$ cat src/rtl/jt12_wrq.sv
// rtl/jt12_wrq.sv - host write queue with cen-paced address/data issue to jt12_top
module jt12_wrq #(
  parameter int DEPTH     = 16,
  parameter int WAIT_ADDR = 6,
  parameter int WAIT_DATA = 17,
  parameter int NUM_BANK  = 2,
  parameter int SKIP_ADDR = 1
) (
  input  logic                     clk,
  input  logic                     rst,
  input  logic                     cen,
  input  logic [7:0]               din,
  input  logic [1:0]               addr,
  input  logic                     cs_n,
  input  logic                     wr_n,
  input  logic                     ovf_clr,
  output logic [7:0]               chip_din,
  output logic [1:0]               chip_addr,
  output logic                     chip_cs_n,
  output logic                     chip_wr_n,
  output logic [$clog2(DEPTH):0]   level,
  output logic                     full,
  output logic                     busy,
  output logic                     ovf
);
  localparam int AW = $clog2(DEPTH);
  localparam int LW = AW + 1;

  typedef enum logic [2:0] {S_IDLE, S_ADDR, S_WAIT_A, S_DATA, S_WAIT_D} state_t;

  // Queue entry layout: {bank, reg[7:0], data[7:0]}
  logic [16:0]   mem_q [DEPTH];
  state_t        state_q, state_d;
  logic          wr_prev_q, wr_prev_d;
  logic          hold_bank_q, hold_bank_d;
  logic [7:0]    hold_reg_q, hold_reg_d;
  logic [AW-1:0] wr_ptr_q, wr_ptr_d, rd_ptr_q, rd_ptr_d;
  logic [LW-1:0] level_q, level_d;
  logic          ovf_q, ovf_d;
  logic          iss_bank_q, iss_bank_d;
  logic [7:0]    iss_data_q, iss_data_d;
  logic [8:0]    last_q, last_d;
  logic          last_v_q, last_v_d;
  logic [7:0]    cnt_q, cnt_d;
  logic          stb_q, stb_d;
  logic [1:0]    caddr_q, caddr_d;
  logic [7:0]    cdin_q, cdin_d;
  logic          wr_act, wr_ev, push, pop, push_ok, full_w;
  logic [16:0]   head;

  // Host edge detect, queue bookkeeping and the issue FSM
  always_comb begin
    wr_act      = !cs_n && !wr_n;
    wr_ev       = wr_act && !wr_prev_q;
    wr_prev_d   = wr_act;
    full_w      = (level_q == LW'(DEPTH));
    head        = mem_q[rd_ptr_q];
    push        = wr_ev && addr[0];
    pop         = cen && (state_q == S_IDLE) && (level_q != '0);
    push_ok     = push && (!full_w || pop);

    hold_bank_d = hold_bank_q;
    hold_reg_d  = hold_reg_q;
    wr_ptr_d    = wr_ptr_q;
    rd_ptr_d    = rd_ptr_q;
    level_d     = level_q;
    ovf_d       = ovf_q;
    state_d     = state_q;
    iss_bank_d  = iss_bank_q;
    iss_data_d  = iss_data_q;
    last_d      = last_q;
    last_v_d    = last_v_q;
    cnt_d       = cnt_q;
    stb_d       = stb_q;
    caddr_d     = caddr_q;
    cdin_d      = cdin_q;

    if (wr_ev && !addr[0]) begin
      hold_bank_d = (NUM_BANK == 2) ? addr[1] : 1'b0;
      hold_reg_d  = din;
    end

    if (push_ok) wr_ptr_d = wr_ptr_q + 1'b1;
    if (pop)     rd_ptr_d = rd_ptr_q + 1'b1;
    if (push_ok && !pop)      level_d = level_q + 1'b1;
    else if (!push_ok && pop) level_d = level_q - 1'b1;

    // A set from a dropped push wins over a same-cycle clear
    if (ovf_clr)           ovf_d = 1'b0;
    if (push && !push_ok)  ovf_d = 1'b1;

    // The counter includes the strobe tick, so ADDR-to-DATA spans WAIT_ADDR cen ticks
    if (cen) begin
      case (state_q)
        S_IDLE: begin
          if (level_q != '0) begin
            iss_bank_d = head[16];
            iss_data_d = head[7:0];
            stb_d      = 1'b0;
            if ((SKIP_ADDR != 0) && last_v_q && (head[16:8] == last_q)) begin
              state_d = S_DATA;
              caddr_d = {head[16], 1'b1};
              cdin_d  = head[7:0];
            end else begin
              state_d  = S_ADDR;
              caddr_d  = {head[16], 1'b0};
              cdin_d   = head[15:8];
              last_d   = head[16:8];
              last_v_d = 1'b1;
            end
          end
        end
        S_ADDR: begin
          stb_d   = 1'b1;
          cnt_d   = 8'(WAIT_ADDR - 1);
          state_d = S_WAIT_A;
        end
        S_WAIT_A: begin
          if (cnt_q <= 8'd1) begin
            state_d = S_DATA;
            stb_d   = 1'b0;
            caddr_d = {iss_bank_q, 1'b1};
            cdin_d  = iss_data_q;
          end else begin
            cnt_d = cnt_q - 8'd1;
          end
        end
        S_DATA: begin
          stb_d   = 1'b1;
          cnt_d   = 8'(WAIT_DATA - 1);
          state_d = S_WAIT_D;
        end
        S_WAIT_D: begin
          if (cnt_q <= 8'd1) state_d = S_IDLE;
          else               cnt_d   = cnt_q - 8'd1;
        end
        default: state_d = S_IDLE;
      endcase
    end
  end

  // State registers; reset wins over every other input
  always_ff @(posedge clk) begin
    if (rst) begin
      state_q     <= S_IDLE;
      wr_prev_q   <= 1'b0;
      hold_bank_q <= 1'b0;
      hold_reg_q  <= 8'd0;
      wr_ptr_q    <= '0;
      rd_ptr_q    <= '0;
      level_q     <= '0;
      ovf_q       <= 1'b0;
      iss_bank_q  <= 1'b0;
      iss_data_q  <= 8'd0;
      last_q      <= 9'd0;
      last_v_q    <= 1'b0;
      cnt_q       <= 8'd0;
      stb_q       <= 1'b1;
      caddr_q     <= 2'd0;
      cdin_q      <= 8'd0;
    end else begin
      state_q     <= state_d;
      wr_prev_q   <= wr_prev_d;
      hold_bank_q <= hold_bank_d;
      hold_reg_q  <= hold_reg_d;
      wr_ptr_q    <= wr_ptr_d;
      rd_ptr_q    <= rd_ptr_d;
      level_q     <= level_d;
      ovf_q       <= ovf_d;
      iss_bank_q  <= iss_bank_d;
      iss_data_q  <= iss_data_d;
      last_q      <= last_d;
      last_v_q    <= last_v_d;
      cnt_q       <= cnt_d;
      stb_q       <= stb_d;
      caddr_q     <= caddr_d;
      cdin_q      <= cdin_d;
    end
  end

  // Queue storage; stale contents are harmless because pointers reset
  always_ff @(posedge clk) begin
    if (push_ok) mem_q[wr_ptr_q] <= {hold_bank_q, hold_reg_q, din};
  end

  assign chip_cs_n = stb_q;
  assign chip_wr_n = stb_q;
  assign chip_addr = caddr_q;
  assign chip_din  = cdin_q;
  assign level     = level_q;
  assign full      = full_w;
  assign busy      = (level_q != '0) || (state_q != S_IDLE);
  assign ovf       = ovf_q;
endmodule
$ cat config.mk
export PLATFORM = sky130hd
export DESIGN_NAME = jt12_wrq
export DESIGN_NICKNAME = d
export VERILOG_FILES = /design/src/rtl/jt12_wrq.sv
export SDC_FILE = /design/constraint.sdc
export NUM_CORES = 1
export LEC_CHECK = 0
export ABC_AREA = 0
export ABC_CLOCK_PERIOD_IN_PS = 4550
export BUFFER_PORTS_ARGS = -buffer_cell sky130_fd_sc_hd__buf_2
export CELL_PAD_IN_SITES_DETAIL_PLACEMENT = 0
export CELL_PAD_IN_SITES_GLOBAL_PLACEMENT = 1
export CORE_ASPECT_RATIO = 0.6
export CORE_UTILIZATION = 54
export CTS_CLUSTER_DIAMETER = 200
export DETAILED_ROUTE_END_ITERATION = 10
export PLACE_DENSITY = 0.86
export SLEW_MARGIN = 20
export SYNTH_ARGS = -nofsm -noshare
export SYNTH_HDL_FRONTEND = slang
export SYNTH_SLANG_ARGS = --single-unit
$ cat constraint.sdc
create_clock -name clk -period 4.55 [get_ports clk]
set_clock_uncertainty 0.2 [all_clocks]
set_input_delay 0.6825 -clock clk [delete_from_list [all_inputs] [get_ports clk]]
set_output_delay 0.6825 -clock clk [all_outputs]
set_load 0.02 [all_outputs]
==> results_dict.tcl <==
set metrics [dict create \
    end_kind "flip-flop" \
    startpoint_type "flip-flop" \
    finalSetupViolations 0 \
    synthSimpleGateAreaFrac_pct 6.14 \
    port_buffers 35 \
    slowest_delay_ns 0.63 \
    worstPathArrival_ns 3.95 \
    max_freq_mhz 270 \
    synth_seq_cells 341 \
    cts-resized-gates 0 \
    synth_top_area_share_pct 59.8 \
    setup-tns-final_ns 0 \
    dominantRegCellSynth "edfxtp_1" \
    cts.path.max_buffers 3 \
    synth_cell_types 47 \
    vias_per_cell 6.08 \
    synth_compound_area_share_pct 4.14 \
    synth_xor_area_share_pct 1.67 \
    period_needed_ns 3.71 \
    synth_commonest_cells "272 x edfxtp_1, 76 x mux4_2, 69 x dfxtp_1" \
    fp.coreArea_um2 24500 \
    synth_cells 804 \
    drt_iter0_markers 709 \
    vias 7336 \
    grt_overflow 0 \
    grt_max_degree 42 \
    drc_errors 0 \
    ios 36 \
    drt-total-wl_mm 29.8 \
    clkSinkCount 341 \
    r2r_slack_ns 0.84 \
    status "finished clean" \
    clk_pin_slew_ns 0.07 \
    cts_setup_buffers 0 \
    vdd_drop_max_uv 330 \
    syn-mean-instance-area_um2 17.0 \
    hold_violations 0 \
    clk_latency_ns 0.56 \
    cts-root-buf "clkbuf_16" \
    yosysSeqAreaShare_pct 69.9 \
    grt_pass1_vias 7483 \
    syn-cell-area_um2 13700 \
    dpl.hpwl_mm 18.3 \
    synth_top_family_by_area "multiplexers" \
    die_area_um2 26000 \
    finalMaxSlewViolations 0 \
    gp_congestion 0.831 \
    yosysTopAreaCell "edfxtp_1" \
    fillers 1695 \
    fin_nets 888 \
    crit_path_max_fanout 22 \
    antenna_found_initial 0 \
    hold_class "in -> reg" \
    multi_input_area_um2 3940 \
    crit_chain "buf_4, mux4_2, a22oi_1, nand2_1, xnor2_1, nand4_1, nor4_4, buf_4, mux2_4, a2bb2oi_2" \
    rsz0062_at_grt "false" \
    powerDensity_nw_per_um2 509 \
    syn_nets 832 \
    hold_buffers 0 \
    layout_worst_path_cycle_share_pct 81.4 \
    yosysMostFrequentCell "edfxtp_1" \
    critPathKind "reg -> reg" \
    std_cell_rows 44 \
    ant_nets 0 \
    area_delta_synth_final_pct 11.8 \
    grt_pass1_wl_mm 45.3 \
    place_area_um2 14300 \
    initial_core_util_pct 55.8 \
    synth-adder-area-share_pct 1.15 \
    leakagePower_nw 5.07 \
    layout.area.seq_um2 9560 \
    synth.mux.area_fraction_pct 15.3 \
    h-tree-depth 1 \
    wl_per_cell_um 24.7 \
    synthArstFlopShare_pct 0 \
    die_x_um 207 \
    numCtsBuffers 30 \
    cap_violations 0 \
    cp.required_ns 4.79 \
    die_y_um 125 \
    drive_gt1_share_pct 25.9 \
    firstDrtPassIters 5 \
    ys_warn_count 0 \
    synth.top_cells.by_area "edfxtp_1 60%, mux4_2 13%, dfxtp_1 10%" \
    finalInstanceArea_um2 15300 \
    antenna-diode-count 0 \
    slew_headroom_pct 28.5 \
    cts_tree "built" \
    grt_usage_pct 23.6 \
    worst_slew_pin_slew_ns 1.06 \
    cp_common_cell "buf_4" \
    synth_edf_count 272 \
    slowest_stage "dfxtp_4" \
]
worst paths after layout:
check / startpoint / cells after the start / to
worst min-delay path: cs_n / 2 / wr_prev_q$_SDFF_PP0_
worst min register to register: iss_data_q[2]$_SDFFE_PP0N_ / 2 / iss_data_q[2]$_SDFFE_PP0N_
worst max-delay path: flip-flop / 10 / chip_din[0]$_SDFFE_PP0P_
worst max register to register: flip-flop / 10 / chip_din[0]$_SDFFE_PP0P_
layout make-up:
type,count,area share (%)
multi-input combinational,411,25.8
tap,322,2.64
inverter,11,0.270
clock inverter,12,0.557
sequential,341,62.6
timing repair buffer,65,2.62
clock buffer,44,5.53
power by group:
group	total (mW)	leakage, nW	internal, mW	switching, mW
clock	2.43	0.460	1.34	1.09
sequential	3.72	3.08	3.52	0.204
combinational	1.62	1.53	0.714	0.905
total	7.77	5.07	5.57	2.20
flip-flops by register name (all words and copies together) (netlist names), 5 cells and up, named ones only:
register and cells:
chip_din 8, cnt_q 8, hold_reg_q 8, mem_q 272
level 5, last_q 9, iss_data_q 8
cells in the final DEF, fill, tap and decap left out, types with 2 or more instances in the layout:
| cell type | count |
|---|---|
| clkinv_2 | 7 |
| nand2_1 | 57 |
| nand3_1 | 3 |
| mux2_4 | 8 |
| mux4_2 | 76 |
| nor4_1 | 4 |
| mux2i_1 | 25 |
| o21ai_0 | 21 |
| dfxtp_1 | 66 |
| nand4_1 | 3 |
| nor3_2 | 5 |
| nor2b_1 | 7 |
| xnor2_1 | 13 |
| nor2_1 | 56 |
| nor2_2 | 12 |
| edfxtp_1 | 272 |
| nand2b_1 | 11 |
| and2_1 | 2 |
| a22oi_1 | 6 |
| buf_2 | 35 |
| inv_1 | 10 |
| clkinv_1 | 4 |
| dfxtp_4 | 2 |
| nor3_1 | 8 |
| o21a_1 | 3 |
| o21bai_1 | 2 |
| clkbuf_16 | 31 |
| buf_4 | 30 |
| xor2_1 | 13 |
| clkbuf_1 | 11 |
| a21oi_1 | 28 |
| a2bb2oi_2 | 8 |
| a32oi_1 | 2 |
| or4b_2 | 5 |
| clkbuf_8 | 2 |
| ha_1 | 11 |
| a211oi_1 | 4 |
| a21o_1 | 4 |
critical path: cells and delay by family, from the launching register on:
family / cells / cell delay (ns)
AOI/OAI and AO/OA: 2 / 0.36
muxes: 2 / 0.88
buffers and inverters: 2 / 0.69
DFF: 1 / 0.63
and+or+nand+nor: 3 / 0.59
xor gates and xnor gates: 1 / 0.21
per-layer routing:
layer,global-route usage [%],wire length (µm),part of all wire (%)
met5,0,0,0
met1,36.4,13400,45
met3,4.92,2570,8.6
met4,4.96,519,1.7
met2,34.9,13300,45
per-stage QoR:
step                      power [mW]  hold WS [ns]  worst slack (ns)  cells  utilization [%]
after floorplan                 4.95         0.233              1.12    804                -
after global placement          5.32         0.241             0.851   1150             58.6
after detailed placement        5.40         0.246             0.815   1150             58.6
after CTS                       7.81         0.106             0.801   1206             62.4
after global routing            8.10         0.115             0.561   1206             62.4
final                           7.77         0.126             0.845   1206             62.4
cells by family (layout without fill, tap and decap cells):
| kind of cell | Yosys count | after routing |
|---|---|---|
| simple gates | 180 | 180 |
| buf+inv | 52 | 132 |
| compound gates | 83 | 83 |
| xor+xnor | 26 | 26 |
| flops | 341 | 341 |
| fa+ha+maj | 12 | 12 |
| mux | 110 | 110 |
Power figures use the tool's default switching activity.
